--- config.mk ---
export PLATFORM = sky130hd
export DESIGN_NAME = adder_8bit
export DESIGN_NICKNAME = d
export VERILOG_FILES = /design/src/rtl/adder_8bit.sv
export SDC_FILE = /design/constraint.sdc
export NUM_CORES = 1
export LEC_CHECK = 0
export CAP_MARGIN = 20
export CORE_MARGIN = 1.5
export CORE_UTILIZATION = 30
export DETAILED_ROUTE_END_ITERATION = 10
export PLACE_DENSITY_LB_ADDON = 0.25
export SLEW_MARGIN = 20
export SYNTH_ARGS = -nofsm -noshare
export SYNTH_HDL_FRONTEND = slang
export SYNTH_SLANG_ARGS = --single-unit
--- constraint.sdc ---
create_clock -name clk -period 5.95 [get_ports clk]
set_input_delay 1.19 -clock clk [delete_from_list [all_inputs] [get_ports clk]]
set_output_delay 1.19 -clock clk [all_outputs]
set_load 0.05 [all_outputs]
--- src/rtl/adder_8bit.sv ---
// Purpose : unsigned 8-bit ripple-carry adder with carry-in, plus a one-cycle registered copy of the result.
// Latency : sum/overflow are combinational; *_reg outputs follow one clk edge later; one result per cycle.
// Backpressure: none -- no handshake, the output registers load on every rising edge.
//
// Ports:
//   clk, rst      - output-stage clock and asynchronous active-high reset
//   a, b          - 8-bit unsigned operands
//   carry_in      - carry into bit 0
//   sum, overflow - combinational {overflow, sum} = a + b + carry_in
//   sum_reg, overflow_reg - sum/overflow registered one cycle
//   zero_reg, sovf_reg    - registered zero and two's-complement overflow flags,
//                           present only when ADDER_8BIT_STATUS_EN is defined
module adder_8bit (
    input  logic       clk,
    input  logic       rst,
    input  logic [7:0] a,
    input  logic [7:0] b,
    input  logic       carry_in,
    output logic [7:0] sum,
    output logic       overflow,
    output logic [7:0] sum_reg,
    output logic       overflow_reg
`ifdef ADDER_8BIT_STATUS_EN
    ,
    output logic       zero_reg,
    output logic       sovf_reg
`endif
);

    // Ripple chain: w_carry[i] is the carry into bit i, w_carry[8] is the carry-out.
    logic [8:0] w_carry;
    logic [7:0] w_sum;

    assign w_carry[0] = carry_in;

    for (genvar i = 0; i < 8; i++) begin : g_fa
        assign w_sum[i]       = a[i] ^ b[i] ^ w_carry[i];
        // Majority of the three inputs generates the carry into the next bit.
        assign w_carry[i + 1] = (a[i] & b[i]) | (a[i] & w_carry[i]) | (b[i] & w_carry[i]);
    end

    assign sum      = w_sum;
    assign overflow = w_carry[8];

    logic [7:0] r_sum;
    logic       r_overflow;

    always_ff @(posedge clk or posedge rst) begin
        if (rst) begin
            r_sum      <= 8'h00;
            r_overflow <= 1'b0;
        end else begin
            r_sum      <= w_sum;
            r_overflow <= w_carry[8];
        end
    end

    assign sum_reg      = r_sum;
    assign overflow_reg = r_overflow;

`ifdef ADDER_8BIT_STATUS_EN
    logic w_zero;
    logic w_sovf;
    logic r_zero;
    logic r_sovf;

    assign w_zero = (w_sum == 8'h00);
    // Signed overflow: operands share a sign but the result's sign differs.
    assign w_sovf = (a[7] == b[7]) && (w_sum[7] != a[7]);

    // Reset value of zero_reg is 1 so it stays consistent with the cleared sum_reg.
    always_ff @(posedge clk or posedge rst) begin
        if (rst) begin
            r_zero <= 1'b1;
            r_sovf <= 1'b0;
        end else begin
            r_zero <= w_zero;
            r_sovf <= w_sovf;
        end
    end

    assign zero_reg = r_zero;
    assign sovf_reg = r_sovf;
`endif

endmodule

======== After elaboration in Yosys (flattened, before gate mapping) ========
Cells that the tools add are included.
storage, ports and cells
  register bits ........................... 9
  bits of input ports ..................... 19
  logic and storage cells ................. 58
operators by class
  bitwise logic cells ..................... 56
operators with widths
  cell         number
  $and 1x1->1  24
  $or 1x1->1   16
  $xor 1x1->1  16

======== Depth between registers and ports, before layout ========
  word-level depth ........................ 24
  gate-level depth with buffers ........... 12
  gate-level depth less buffers ........... 12

======== Least setup slack after synthesis ========
OpenSTA, ideal clock, no wires.
  path kind ............................... input port to output port
  from .................................... input a[0]
  to ...................................... output sum[7]
  data required time ...................... 4760 ps
  stages on the path ...................... 12
  path slack .............................. 273 ps
  path buffers ............................ 0
  arrival ................................. 4487 ps
  cell sequence ........................... inv_1 fa_1 inv_1 fa_1 fa_1 fa_1 fa_1 fa_1 fa_1 inv_1 fa_1 inv_1
between the ends
  longest elaborated chain between the ends .. 22
  elaborated cells on any way between the ends .. 29
  those cells by class .................... bitwise: 29
RTL lines
  what                          RTL line  text
  start: declaration            16        input logic [7:0] a,
  $and 1x1->1                   39        assign w_carry[i + 1] = (a[i] & b[i]) | (a[i] & w_carry[i]) | (b[i] & w_carry[i]);
  $or 1x1->1 (*) (2 in series)  39
  $and 1x1->1                   39
  $or 1x1->1                    39
  $or 1x1->1 (*)                39
  $and 1x1->1                   39
  $or 1x1->1                    39
  $or 1x1->1 (*)                39
  (+5 left out)                 --
  $or 1x1->1 (*)                39
  $and 1x1->1                   39
  $or 1x1->1                    39
  $or 1x1->1 (*)                39
  $and 1x1->1                   39
  $or 1x1->1                    39
  $or 1x1->1 (*)                39
  $xor 1x1->1 (*)               37        assign w_sum[i] = a[i] ^ b[i] ^ w_carry[i];
  end: declaration              19        output logic [7:0] sum,
Every way passes the cells marked *; elsewhere a longest branch is shown, timed or not.

======== Final worst setup path ========
  from .................................... input a[1]
  to ...................................... output sum[7]
between the ends
  longest elaborated chain between the ends .. 19
  elaborated cells on any way between the ends .. 25
  those cells by class .................... bitwise: 25
RTL lines
  what                          RTL line
  $and 1x1->1                   39
  $or 1x1->1 (*) (2 in series)  39
  $and 1x1->1                   39
  $or 1x1->1                    39
  $or 1x1->1 (*)                39
  $and 1x1->1                   39
  $or 1x1->1                    39
  $or 1x1->1 (*)                39
  (+2 left out)                 --
  $or 1x1->1 (*)                39
  $and 1x1->1                   39
  $or 1x1->1                    39
  $or 1x1->1 (*)                39
  $and 1x1->1                   39
  $or 1x1->1                    39
  $or 1x1->1 (*)                39
  $xor 1x1->1 (*)               37
Marks and branches as above.

==> impl_summary.txt <==
----------------------------------------------------
[Global route]
  Number of global-route vias before repair ... 330
  Grt ovf ... 0
  Pin count of the biggest net entering global routing ... 10
  Antenna violations before repair ... 0
  Total routing resource utilization after global routing ... 12.63%
  First-pass GRT wire length ... 1214 um

[Route]
  Routed Wire Length ... 894 um
  WL/cell ... 10.64 um
  Violation count after the first detailed-route iteration ... 0
  DRC violation count after routing ... 0
  Routed Antenna Nets ... 0
  Via total after detailed routing ... 344
  Initial DRT Pass Iterations ... 1
  Average via count per standard cell ... 4.095

[Min path]
  Worst hold-check path type ... in2async

[Pwr]
  Total internal power ... approximately 170 uW
  Switching power ... 129.9 uW
  Sequential cell fraction of total power ... 25.3%
  Worst supply voltage drop on vdd ... 198.0 uV
  Switching share of total power ... 44.04%
  Clock Power Share ... 15.7%
  Static leakage ... 0.0004161 uW
  Power density cells ... about 330 nW/um^2
  Combinational cell fraction of total power ... approximately three fifths

[Logic synthesis]
  Total number of yosys warnings ... 0
  Most frequently used flop master after synthesis ... sky130_fd_sc_hd__dfrtp_1
  Count of flip-flops with a built-in enable after synthesis ... 0
  Count of state elements after synthesis ... 9
  Synthesized area divided by synthesized cell count ... 15.24 sq um
  Count of unique library cells instantiated by Yosys ... 3
  Cell with the most instances after synthesis ... sky130_fd_sc_hd__inv_1
  Synthesized netlist net count ... 55
  Cell area after technology mapping ... about 430 sq um
  Ys async rst share ... 100.0%
  Number of cells produced by synthesis ... 28
  Fraction of synthesized cell area taken by the top area cell type ... 52.79%
  Top post-synthesis cells by area ... sky130_fd_sc_hd__dfrtp_1 (53%), sky130_fd_sc_hd__fa_1 (38%), sky130_fd_sc_hd__inv_1 (9.7%)
  Synth cell count leaders ... sky130_fd_sc_hd__inv_1 (11), sky130_fd_sc_hd__dfrtp_1 (9), sky130_fd_sc_hd__fa_1 (8)
  Seq/Total Area, Yosys ... between 50% and 60%
  Biggest area consumer among synthesized cells ... sky130_fd_sc_hd__dfrtp_1

[Critical path]
  Startpoint types ... input pin
  Combined buffer and inverter count along the critical path ... 4
  Most used cell along the critical path ... sky130_fd_sc_hd__fa_2
  Worst path top cell family by delay ... adder cells
  Arrival time of the worst setup path ... around 4.6 ns
  Critical-path cell with the highest stage delay ... sky130_fd_sc_hd__clkdlybuf4s50_1
  Critical path peak fanout ... 2
  Biggest cell delay along the critical path ... approximately 0.44 ns
  Cells along the critical path ... clkdlybuf4s50_1, fa_2, fa_2, fa_2, fa_2, fa_2, fa_2, inv_2, fa_1, inv_2, buf_12
  Endpoint required time on the critical path ... 4.76 ns
  Critical Setup Path Class ... in2out
  Sort of element at the end of the critical path ... primary output

[Placed design]
  I/O Buffers ... 36
  Dpl cells ... 80
  Routability congestion estimate from global placement ... 0.5610
  Worst setup slack before clock tree synthesis ... -0.2017 ns
  Post-detail-place hpwl ... around 790 um

[CTS]
  CTS buffer count ... 3
  Number of clock sinks ... 9
  H-tree levels ... 1
  Buffer count from post-CTS setup fixing ... 0
  CTS root buf ... sky130_fd_sc_hd__clkbuf_4
  Max Root-Sink Buffers ... 2
  TritonCTS clock tree ... done
  Clock-pin slew reported for the worst setup and hold paths after clock tree synthesis ... roughly 0.060 ns

[Floorplan]
  Starting Density ... 32.38%
  Chip Width ... 40.71 um
  IO Count ... 37
  Area of the die ... 1657 sq um
  Die Height ... 40.71 um
  Floorplan row count ... 13
  Core region area ... about 1300 sq um

[Layout]
  Number of flip-flops in the largest register ... 8
  Number of nets in the layout ... 97
  Synth-to-layout area growth ... 109.1%
  Total inserted antenna cells ... 0
  Fraction of final layout cells sized beyond drive strength 1 ... 28.99%
  Non-Filler Instances ... 84

[Run status]
  Result of the run ... completed

[Timing]
  Minimum clock period after layout ... 5.779 ns
  Highest clock frequency the design can meet ... between 150 and 200 MHz
  Least-Margin Pin Slew ... 0.5083 ns
  Final Max Slew Viols ... 0
  Finish-stage setup viols ... 0
  Final Hold Viols ... 0
  Worst setup slack after layout ... roughly 0.17 ns
  Unrepaired setup endpoints after global routing ... false
  Share of the cycle needed by the critical path after routing ... 97.12%
  Rel. slew slack ... about 66%

[Run]
  Max-capacitance violation count ... 0

----------------------------------------------------
[worst max-delay path by stage]
stage	end	slack, ns	cells after the start	start
floorplan	sum[7]	0.27	12	a[0]
global placement	sum[7]	-0.18	14	a[0]
detailed placement	sum[7]	-0.20	14	a[0]
CTS	sum[7]	0.02	14	a[0]
global route	sum[7]	0.05	11	a[1]
finish	sum[7]	0.17	11	a[1]
[per-stage QoR]
step	instance area, sq um	setup TNS (ns)	power, uW	hold WS (ns)	utilization, %
2_1_floorplan	426.7	0	178.1	1.018	-
3_3_place_gp	840.8	-0.1807	246.6	1.476	63.82
3_5_place_dp	840.8	-0.2017	247.9	1.481	63.82
4_1_cts	877.1	0	297.3	1.194	66.57
5_1_grt	892.1	0	309.4	1.206	67.71
6_report	892.1	0	294.9	1.186	67.71
[cell type report]
class	instances	area, sq um
Multi-Input combinational cell	8	177.7
Inverter	11	41.29
Sequential cell	9	225.2
Tap cell	15	18.77
Timing Repair Buffer	37	402.9
Fill cell	105	425.4
Clock buffer	4	26.28
[power by group through the flow]
stage,clock [uW],sequential [uW],combinational [uW]
3_5_place_dp,0,75.9,172
3_3_place_gp,0,75.6,171
4_1_cts,48.6,74.7,174
6_report,46.3,74.6,174
5_1_grt,50.7,75.9,183
2_1_floorplan,0,117,61.4
[cell families (layout without fill, tap and decap cells)]
group / Yosys count / after routing / synth area share, %
buf+inv: 11 / 52 / 9.678
flops: 9 / 9 / 52.79
fa+ha+maj: 8 / 8 / 37.54
[what timing repair did]
item                       4_1_cts  5_1_grt
setup endpoints to repair        1        1
resized for setup                5       10
pin swaps                        0        7
hold buffers                     0        0
[per-layer routing]
layer | global-route usage, % | share of wire, %
met5 | 0 | 0
met4 | 12.50 | 3.0
met3 | 5.978 | 10
met2 | 19.44 | 54
met1 | 12.01 | 33
[cell usage in the layout (no fill, tap or decap)]
master                             n
sky130_fd_sc_hd__clkdlybuf4s50_1  29
sky130_fd_sc_hd__dfrtp_1           9
sky130_fd_sc_hd__fa_2              7
sky130_fd_sc_hd__inv_1             6
sky130_fd_sc_hd__inv_2             5
sky130_fd_sc_hd__clkbuf_4          3
sky130_fd_sc_hd__dlymetal6s2s_1    3
sky130_fd_sc_hd__buf_12            3
sky130_fd_sc_hd__buf_4             2
sky130_fd_sc_hd__fa_1              1
sky130_fd_sc_hd__clkbuf_1          1
Power figures use the tool's default switching activity.
